$ cat config.mk
export PLATFORM = sky130hd
export DESIGN_NAME = fmul_seq_flat
export DESIGN_NICKNAME = d
export VERILOG_FILES = /design/src/rtl/fmul_seq_if.sv /design/src/rtl/fmul_seq.sv /design/src/flat_wrapper.sv
export SDC_FILE = /design/constraint.sdc
export NUM_CORES = 1
export LEC_CHECK = 0
export ABC_AREA = 1
export CORE_ASPECT_RATIO = 1.5
export CORE_MARGIN = 8
export CORE_UTILIZATION = 45
export CTS_CLUSTER_DIAMETER = 60
export DETAILED_ROUTE_END_ITERATION = 10
export PLACE_DENSITY = 0.68
export SYNTH_ARGS = -nofsm -noshare
export SYNTH_HDL_FRONTEND = slang
export SYNTH_SLANG_ARGS = --single-unit
$ cat constraint.sdc
create_clock -name clk -period 6.59 [get_ports clk]
set_clock_uncertainty 0.05 [all_clocks]
set_input_delay 1.6475 -clock clk [delete_from_list [all_inputs] [get_ports clk]]
set_output_delay 1.6475 -clock clk [all_outputs]
set_load 0.1 [all_outputs]
$ cat src/rtl/fmul_seq_if.sv
// Request, fmul-operand and writeback signals of the multiplier sequencer.
interface fmul_seq_if #(
  parameter int unsigned TAG_W = 5
);
  logic              in_valid;
  logic              in_ready;
  logic [31:0]       in_a;
  logic [31:0]       in_b;
  logic [1:0]        in_rm;
  logic [TAG_W-1:0]  in_tag;
  logic [31:0]       fm_a;
  logic [31:0]       fm_b;
  logic [1:0]        fm_rm;
  logic [31:0]       fm_s;
  logic              out_valid;
  logic              out_ready;
  logic [31:0]       out_s;
  logic [TAG_W-1:0]  out_tag;
  logic [3:0]        out_flags;
  logic              busy;
  logic [15:0]       done_cnt;

  // Sequencer side
  modport slave (
    input  in_valid, in_a, in_b, in_rm, in_tag, fm_s, out_ready,
    output in_ready, fm_a, fm_b, fm_rm, out_valid, out_s, out_tag, out_flags, busy, done_cnt
  );

  // Requester / datapath / writeback side
  modport master (
    output in_valid, in_a, in_b, in_rm, in_tag, fm_s, out_ready,
    input  in_ready, fm_a, fm_b, fm_rm, out_valid, out_s, out_tag, out_flags, busy, done_cnt
  );
endinterface

$ cat src/rtl/fmul_seq.sv
// Sequencer for the single-precision multiplier: request FIFO, operand issue,
// LAT-cycle wait, product capture and writeback handshake.
module fmul_seq #(
  parameter int unsigned DEPTH = 4,
  parameter int unsigned LAT   = 1,
  parameter int unsigned TAG_W = 5
) (
  input  logic      clk,
  input  logic      rst,
  fmul_seq_if.slave bus
);

  localparam int unsigned PTR_W = $clog2(DEPTH);
  localparam int unsigned CNT_W = PTR_W + 1;
  localparam int unsigned LCT_W = 4;
  localparam int unsigned ENT_W = 32 + 32 + 2 + TAG_W;

  typedef enum logic [1:0] {IDLE, EXEC, DONE} state_t;

  state_t             state, state_nx;
  logic [LCT_W-1:0]   lcnt, lcnt_nx;
  logic [ENT_W-1:0]   mem [DEPTH];
  logic [PTR_W-1:0]   wr_ptr, rd_ptr;
  logic [CNT_W-1:0]   count, count_nx;
  logic [TAG_W-1:0]   tag_q;
  logic               push_c, pop_c, capture_c, hand_c;
  logic [ENT_W-1:0]   head_c;

  // IEEE-754 class of a product: {nan, inf, zero, denorm}
  function automatic logic [3:0] classify(input logic [31:0] s);
    logic e_ones, e_zero, f_zero;
    e_ones = (s[30:23] == 8'hFF);
    e_zero = (s[30:23] == 8'h00);
    f_zero = (s[22:0] == 23'd0);
    return {e_ones & ~f_zero, e_ones & f_zero, e_zero & f_zero, e_zero & ~f_zero};
  endfunction

  assign push_c   = bus.in_valid & bus.in_ready;
  assign head_c   = mem[rd_ptr];
  assign count_nx = count + CNT_W'(push_c) - CNT_W'(pop_c);

  // Next-state and control strobes; DONE can pop straight back into EXEC
  always_comb begin
    state_nx  = state;
    lcnt_nx   = lcnt;
    pop_c     = 1'b0;
    capture_c = 1'b0;
    hand_c    = 1'b0;
    case (state)
      IDLE: begin
        if (count != '0) begin
          pop_c    = 1'b1;
          lcnt_nx  = LCT_W'(LAT - 1);
          state_nx = EXEC;
        end
      end
      EXEC: begin
        if (lcnt != '0) begin
          lcnt_nx = lcnt - LCT_W'(1);
        end else begin
          capture_c = 1'b1;
          state_nx  = DONE;
        end
      end
      DONE: begin
        if (bus.out_ready) begin
          hand_c = 1'b1;
          if (count != '0) begin
            pop_c    = 1'b1;
            lcnt_nx  = LCT_W'(LAT - 1);
            state_nx = EXEC;
          end else begin
            state_nx = IDLE;
          end
        end
      end
      default: state_nx = IDLE;
    endcase
  end

  // FSM, FIFO pointers and registered status outputs
  always_ff @(posedge clk) begin
    if (rst) begin
      state        <= IDLE;
      lcnt         <= '0;
      wr_ptr       <= '0;
      rd_ptr       <= '0;
      count        <= '0;
      bus.in_ready <= 1'b1;
      bus.busy     <= 1'b0;
      bus.out_valid <= 1'b0;
      bus.done_cnt <= '0;
    end else begin
      state <= state_nx;
      lcnt  <= lcnt_nx;
      count <= count_nx;
      if (push_c) wr_ptr <= wr_ptr + PTR_W'(1);
      if (pop_c)  rd_ptr <= rd_ptr + PTR_W'(1);
      bus.in_ready  <= (count_nx != CNT_W'(DEPTH));
      bus.busy      <= (count_nx != '0) || (state_nx != IDLE);
      bus.out_valid <= (state_nx == DONE);
      if (hand_c) bus.done_cnt <= bus.done_cnt + 16'd1;
    end
  end

  // FIFO storage; contents are don't-care until pointed at by a valid count
  always_ff @(posedge clk) begin
    if (push_c) mem[wr_ptr] <= {bus.in_a, bus.in_b, bus.in_rm, bus.in_tag};
  end

  // Operand issue on pop and product capture at the end of EXEC
  always_ff @(posedge clk) begin
    if (rst) begin
      bus.fm_a      <= '0;
      bus.fm_b      <= '0;
      bus.fm_rm     <= '0;
      tag_q         <= '0;
      bus.out_s     <= '0;
      bus.out_tag   <= '0;
      bus.out_flags <= '0;
    end else begin
      if (pop_c) begin
        bus.fm_a  <= head_c[ENT_W-1 -: 32];
        bus.fm_b  <= head_c[ENT_W-33 -: 32];
        bus.fm_rm <= head_c[TAG_W+1 -: 2];
        tag_q     <= head_c[TAG_W-1:0];
      end
      if (capture_c) begin
        bus.out_s     <= bus.fm_s;
        bus.out_tag   <= tag_q;
        bus.out_flags <= classify(bus.fm_s);
      end
    end
  end

endmodule

$ cat src/flat_wrapper.sv
// flat-port wrapper written by rule: the top's interface ports become plain ports
module fmul_seq_flat 
#(
  parameter int unsigned DEPTH = 4,
  parameter int unsigned LAT   = 1,
  parameter int unsigned TAG_W = 5
)
  (clk, rst, bus_in_valid, bus_in_a, bus_in_b, bus_in_rm, bus_in_tag, bus_fm_s, bus_out_ready, bus_in_ready, bus_fm_a, bus_fm_b, bus_fm_rm, bus_out_valid, bus_out_s, bus_out_tag, bus_out_flags, bus_busy, bus_done_cnt);
  fmul_seq_if #(.TAG_W(TAG_W)) bus_i ();
  input  logic clk;
  input  logic rst;
  input wire logic [$bits(bus_i.in_valid)-1:0] bus_in_valid;
  input wire logic [$bits(bus_i.in_a)-1:0] bus_in_a;
  input wire logic [$bits(bus_i.in_b)-1:0] bus_in_b;
  input wire logic [$bits(bus_i.in_rm)-1:0] bus_in_rm;
  input wire logic [$bits(bus_i.in_tag)-1:0] bus_in_tag;
  input wire logic [$bits(bus_i.fm_s)-1:0] bus_fm_s;
  input wire logic [$bits(bus_i.out_ready)-1:0] bus_out_ready;
  output wire logic [$bits(bus_i.in_ready)-1:0] bus_in_ready;
  output wire logic [$bits(bus_i.fm_a)-1:0] bus_fm_a;
  output wire logic [$bits(bus_i.fm_b)-1:0] bus_fm_b;
  output wire logic [$bits(bus_i.fm_rm)-1:0] bus_fm_rm;
  output wire logic [$bits(bus_i.out_valid)-1:0] bus_out_valid;
  output wire logic [$bits(bus_i.out_s)-1:0] bus_out_s;
  output wire logic [$bits(bus_i.out_tag)-1:0] bus_out_tag;
  output wire logic [$bits(bus_i.out_flags)-1:0] bus_out_flags;
  output wire logic [$bits(bus_i.busy)-1:0] bus_busy;
  output wire logic [$bits(bus_i.done_cnt)-1:0] bus_done_cnt;
  assign bus_i.in_valid = bus_in_valid;
  assign bus_i.in_a = bus_in_a;
  assign bus_i.in_b = bus_in_b;
  assign bus_i.in_rm = bus_in_rm;
  assign bus_i.in_tag = bus_in_tag;
  assign bus_i.fm_s = bus_fm_s;
  assign bus_i.out_ready = bus_out_ready;
  assign bus_in_ready = bus_i.in_ready;
  assign bus_fm_a = bus_i.fm_a;
  assign bus_fm_b = bus_i.fm_b;
  assign bus_fm_rm = bus_i.fm_rm;
  assign bus_out_valid = bus_i.out_valid;
  assign bus_out_s = bus_i.out_s;
  assign bus_out_tag = bus_i.out_tag;
  assign bus_out_flags = bus_i.out_flags;
  assign bus_busy = bus_i.busy;
  assign bus_done_cnt = bus_i.done_cnt;
  fmul_seq #(.DEPTH(DEPTH), .LAT(LAT), .TAG_W(TAG_W)) u_core (.clk(clk), .rst(rst), .bus(bus_i));
endmodule
==> metrics.txt, run 1 <==
pin count of the biggest net entering global routing 96; Final Cycle Share between 50% and 60%; Synth cell types 30; CTS max path bufs 3; worst slew pin tran roughly 1.1 ns; unrepaired setup endpoints after global routing false; cts hold-fix bufs 0; Yosys warnings 0; CTS H-Tree Depth 2; post-CTS setup repair buffer count 0; Worst Setup Path Type register to output port; P_leak just under 7 nW; Fillers slightly below 3k; Crit. End Element output port; FF-to-FF setup slack about 3.8 ns; DR WL/cell ~18 um; slowest CP cell clkdlybuf4s50_1; Die W about 170 um; root cell of the clock tree clkbuf_16; Worst-path clk slew roughly 0.060 ns; io pins about 230; startpoint types register; DRT antenna net count 0; initial antenna violation count 1; sequential-to-total area share from yosys stat between 70% and 80%; Pre-Repair DR Iteration Count 5; fraction of layout cells with a size suffix above 1 between 5 and 6%; CP Max Fanout 6; FMAX 261 MHz; CTS Sinks around 430; GP Congestion between 0.8 and 0.9; worst setup path start u_core.bus.done_cnt[8]; first-pass GRT wire length 59.9 mm; min Tclk post-route between 3 and 4 ns; final setup vio count 0; Post-Syn Area approximately 0.016 sq mm; GRT Total Usage 18.1%; Worst Path Arrival 2.14 ns; core box area 0.0351 sq mm; Post-Layout Cell Count 2142; Hold Fails Final Rpt 0; routed via count about 11k; Setup TNS 0 ns; critical path cell sequence clkdlybuf4s50_1; Synth area leader edfxtp_1; Hold Startpoint u_core.bus.out_flags[1]; dpl cells slightly above 2k; WP buf/inv 1; Worst Path Required ~5 ns; total congestion overflow 0; CTS tree yes; pins over their slew limit 0; post-detail-place hpwl about 24 mm; synthesized area per cell about 11 sq um; die area roughly 0.042 sq mm; row count 84; DRC Markers 0; final net count 1754; critical path's largest stage delay approximately 1.2 ns; Synth top area share between 50% and 60%; status completed; worst hold path class register to register; CTS buffer count 39; Pwr Density about 500 mW/mm^2; startpoint of the worst-slack reg-to-reg timing path u_core.state[0]; Top delay family on crit path buffers and inverters; Layout Area Growth over Synthesis 24.6%; Die Y 247 um; # resized after CTS 0; worst IR drop on VDD around 350 uV; clk_lat worst skew approximately 0.54 ns; vias in the first global route approximately 11k; Starting Density 45.7%; cells after synthesis between 1k and 1.5k; DRT iter0 DRCs between 800 and 900; maxcap violations 0; top post-synthesis cells by area edfxtp_1 (53%), dfxtp_1 (18%), nor2_1 (9.3%); Post-Syn Nets between 1.5k and 2k; Port Buf Inserts between 200 and 250; Via density about 5.2; Worst slew margin 25.4%; Synth Register Bits 428; final wirelength between 30 and 40 mm
-- through the flow --
step	setup slack (ns)	area, sq um	hold slack [ns]	power [W]	utilization [%]
6_report	2.75	20000	0.412	0.0100	57.0
5_1_grt	2.67	20000	0.434	0.0105	57.0
4_1_cts	2.71	20000	0.417	0.0101	57.0
3_5_place_dp	2.32	18700	0.407	0.00789	53.3
3_3_place_gp	2.35	18700	0.403	0.00783	53.3
2_1_floorplan	1.19	16000	0.419	0.00681	-
-- logic make-up (layout without fill, tap and decap cells) --
logic type,after synthesis,after routing,share of synthesized area (%)
AO/OA/AOI/OAI,360,360,11.8
XOR/XNOR,6,6,0.327
adder cells (fa/ha/maj),10,10,0.826
buffers and inverters,136,369,3.52
flip-flops,428,428,71.1
other,0,1,0
AND/OR/NAND/NOR,495,495,12.4
-- state kept, by name, summed over array words and instances (netlist names), 3 cells and up --
name / cells
u_core.bus.out_s: 32
u_core.count: 3
u_core.bus.out_flags: 4
u_core.tag_q: 5
u_core.mem: 284
u_core.bus.fm_a: 32
u_core.bus.fm_b: 32
u_core.lcnt: 4
u_core.bus.out_tag: 5
u_core.bus.done_cnt: 16
-- report_power, final --
| group | internal, W | total (W) | switching (W) |
|---|---|---|---|
| Combinational | 0.00101 | 0.00429 | 0.00328 |
| Sequential | 0.00328 | 0.00352 | 0.000234 |
| Clock | 0.00128 | 0.00224 | 0.000957 |
-- cell usage after synthesis (all sizes together) --
cell and instances:
a21oi 29, buf 27, clkbuf 56, clkinv 1, dfxtp 144, edfxtp 284, fa 1, ha 9
inv 52, nand2 64, nand3 15, nand4 8, nor2 405, nor3 2, nor3b 1, o21a 2
o21ai 258, o22ai 71, xor2 6
-- routing by layer --
metal,part of all wire (%),vias to the layer above,global-route usage [%]
li1,-,5398,-
met4,2.8,0,6.80
met1,40,5397,20.8
met3,5.7,65,3.14
met5,0,-,0
met2,52,307,32.9
-- area by class of cell --
type / count / area [sq um] / share of cell area [%]
antenna: 1 / 2.50 / 0.0125
clock buffer: 53 / 1080 / 5.40
clock inverter: 19 / 195 / 0.976
inverter: 53 / 203 / 1.01
multi-input combinational: 871 / 4100 / 20.5
sequential: 428 / 11400 / 57.1
tap: 473 / 592 / 2.96
timing repair buffer: 244 / 2410 / 12.1
-- path summary, 6_finish.rpt --
kind | end | cells after the start
setup / recovery | bus_done_cnt[8] | 1
hold / removal | u_core.bus.out_flags[1] | 2
setup reg to reg | u_core.bus.out_flags[2] | 8
hold reg to reg | u_core.bus.out_flags[1] | 2
-- placed cells by master (no fill, tap or decap), drive strengths merged, types with 11 or more instances in the layout --
master	count
dfxtp	144
edfxtp	284
o21ai	258
buf	12
inv	53
a21oi	29
clkdlybuf4s50	232
o22ai	71
clkinv	11
nand3	15
clkbuf	53
nor2	405
nand2	64
(Power assumes the default switching activity.)
==> run 2, diff against run 1 <==
PLACE_DENSITY = 0.71   (was 0.68)
clock period = 3.1 ns   (was 6.59 ns; I/O delays follow)
==> metrics.txt, run 2 (synthesis gave the netlist of run 1 again) <==
Worst slew margin 40.0% (+15 points); Final Cycle Share 80.7%; FMAX around 400 MHz; Setup TNS 0 ns (unchanged); Layout Area Growth over Synthesis 25.0%; sw frac 44.3% (-0.27 points); CTS buffer count 42 (+7.7%); unrepaired setup endpoints after global routing false; Via density 5.23 (+0.37%); Pwr Density 1080 mW/mm^2 (+120%); Starting Density 45.7% (unchanged); multi-input combinational cell area 0.00410 sq mm (unchanged); max reg flops 284 (unchanged); root cell of the clock tree clkbuf_16; first-pass GRT wire length 61.0 mm (+1.9%); clk_lat worst skew 0.54 ns (about the same); Fillers 2915 (-2.2%); final net count 1771 (+0.97%); Comb pwr share 42.4% (-0.3 points); post-CTS setup repair buffer count 0 (unchanged); P_leak 7.37 nW (+5.9%); total congestion overflow 0 (unchanged); clock network power share 23.4% (+1.1 points); most frequent cells in the layout nor2_1 (395), edfxtp_1 (284), o21ai_0 (233); fraction of layout cells with a size suffix above 1 14.6% (+8.6 points); worst hold path class register to register; GP Congestion 0.819 (+0.80%); placed inst area 0.0187 sq mm (-0.39%); Biggest register u_core.mem; final setup vio count 0 (unchanged); DRT antenna net count 0 (unchanged); maxcap violations 0 (unchanged); Top Layer Used met5; sequential cell area 0.0114 sq mm (unchanged); CTS tree yes; DR WL/cell 18.4 um (+0.17%); # resized after CTS 0 (unchanged); share of power burned in registers 34.2% (-0.8 points); Pre-Repair DR Iteration Count 5 (unchanged); pin count of the biggest net entering global routing 86 (-10%); CTS H-Tree Depth 2 (unchanged); CTS max path bufs 3 (unchanged); Crit. End Element register; routed via count 11.3k (+1.3%); reg2reg path depth 11 (+3); Die Y 247 um (unchanged); row count 84 (unchanged); final wirelength 39.7 mm (+1.1%); FF-to-FF setup slack 0.85 ns (-2.97 ns); NetSw 0.00960 W (+110%); CP Max Fanout 3 (-3); startpoint types input pin; Worst Setup EP u_core.bus.busy; Worst Path Required 3.47 ns (-1.42 ns); most common cell after layout, fill and taps aside nor2_1; Port Buf Inserts 232 (unchanged); worst slew pin tran 0.900 ns (-0.215 ns); DRC Markers 0 (unchanged); initial antenna violation count 2 (+1); vias in the first global route 11.4k (+2.8%); die area 0.0421 sq mm (unchanged); worst setup path start bus_out_ready; cts hold-fix bufs 0 (unchanged); worst IR drop on VDD 647 uV (+84%); Worst-path clk slew 0.06 ns (about the same); met1 WL 15.5 mm (-0.40%); post-detail-place hpwl 24.4 mm (+3.1%); Worst Path Arrival 2.87 ns (+0.73 ns); CTS Sinks 428 (unchanged); worst flop-to-flop path endpoint u_core.bus.busy; routed length on met3 2.65 mm (+19%); startpoint of the worst-slack reg-to-reg timing path u_core.state[1]; met2 routed WL 20.6 mm (+1.2%); status completed; DRT iter0 DRCs 788 (-6.1%); GRT Total Usage 18.5% (+0.41 points); Worst Setup Path Type input pin to register; Die W 170 um (unchanged); Hold WS 0.422 ns (+0.00984 ns); internal power 0.0121 W (+120%); final instance area 0.0201 sq mm (+0.28%); Hold Fails Final Rpt 0 (unchanged); core box area 0.0351 sq mm (unchanged); pins over their slew limit 0 (unchanged); io pins 233 (unchanged); min Tclk post-route roughly 2.5 ns
==> run 2: cell count changes in the layout (fill, tap and decap cells not counted), moves of 2 or more <==
cell,previous run,this run
buf_4,12,141
clkdlybuf4s50_1,232,106
buf_12,0,11
clkbuf_16,40,45
clkinvlp_4,4,0
clkinv_2,6,9
clkinv_4,1,3
==> run 2: area by class of cell <==
cell class / count / area share [%]
antenna: 1 / 0.0125
clock buffer: 59 / 6.08
clock inverter: 19 / 0.923
inverter: 53 / 1.01
multi-input combinational: 871 / 20.5
sequential: 428 / 56.9
tap: 473 / 2.95
timing repair buffer: 258 / 11.7
==> run 2: per-layer routing <==
layer / vias up / global-route usage (%)
li1: 5435 / -
met2: 362 / 34.0
met3: 65 / 4.17
met4: 2 / 6.21
met1: 5449 / 20.6
met5: - / 0
==> run 2: how the worst min path moves through the flow <==
stage | startpoint | end | slack (ns) | depth (start not counted)
2_1_floorplan | u_core.lcnt[3] | u_core.lcnt[3] | 0.42 | 2
3_3_place_gp | u_core.bus.out_flags[3] | u_core.bus.out_flags[3] | 0.41 | 2
3_5_place_dp | u_core.bus.out_flags[2] | u_core.bus.out_flags[2] | 0.41 | 2
4_1_cts | u_core.bus.out_flags[3] | u_core.bus.out_flags[3] | 0.42 | 2
5_1_grt | u_core.bus.out_flags[3] | u_core.bus.out_flags[3] | 0.44 | 2
6_report | u_core.bus.out_flags[3] | u_core.bus.out_flags[3] | 0.42 | 2
==> run 2: worst max-delay path, stage by stage <==
cell	delay [ns]
clkdlybuf4s50_1	0.53
nor2_4	0.20
nor2_4	0.05
ha_1	0.27
inv_1	0.04
ha_1	0.18
fa_1	0.46
nor2_1	0.15
inv_1	0.05
nor2_1	0.10
a21oi_1	0.07
==> run 2: metrics by stage <==
| stage | total power [W] | utilization, % | worst slack (ns) | instances |
|---|---|---|---|---|
| final | 0.0217 | 57.1 | 0.598 | 2162 |
| after global routing | 0.0228 | 57.1 | 0.463 | 2162 |
| after CTS | 0.0219 | 57.1 | 0.605 | 2161 |
| after detailed placement | 0.0168 | 53.1 | 0.0387 | 2083 |
| after global placement | 0.0166 | 53.1 | 0.0846 | 2083 |
| after floorplan | 0.0145 | - | -0.660 | 1435 |
==> run 2: power groups by stage <==
stage               combinational [W]  sequential (W)  clock (W)
floorplan                     0.00333          0.0111          0
CTS                           0.00930         0.00742    0.00520
detailed placement            0.00927         0.00753          0
global placement              0.00913         0.00751          0
finish                        0.00920         0.00741    0.00509
global route                  0.00990         0.00750    0.00542
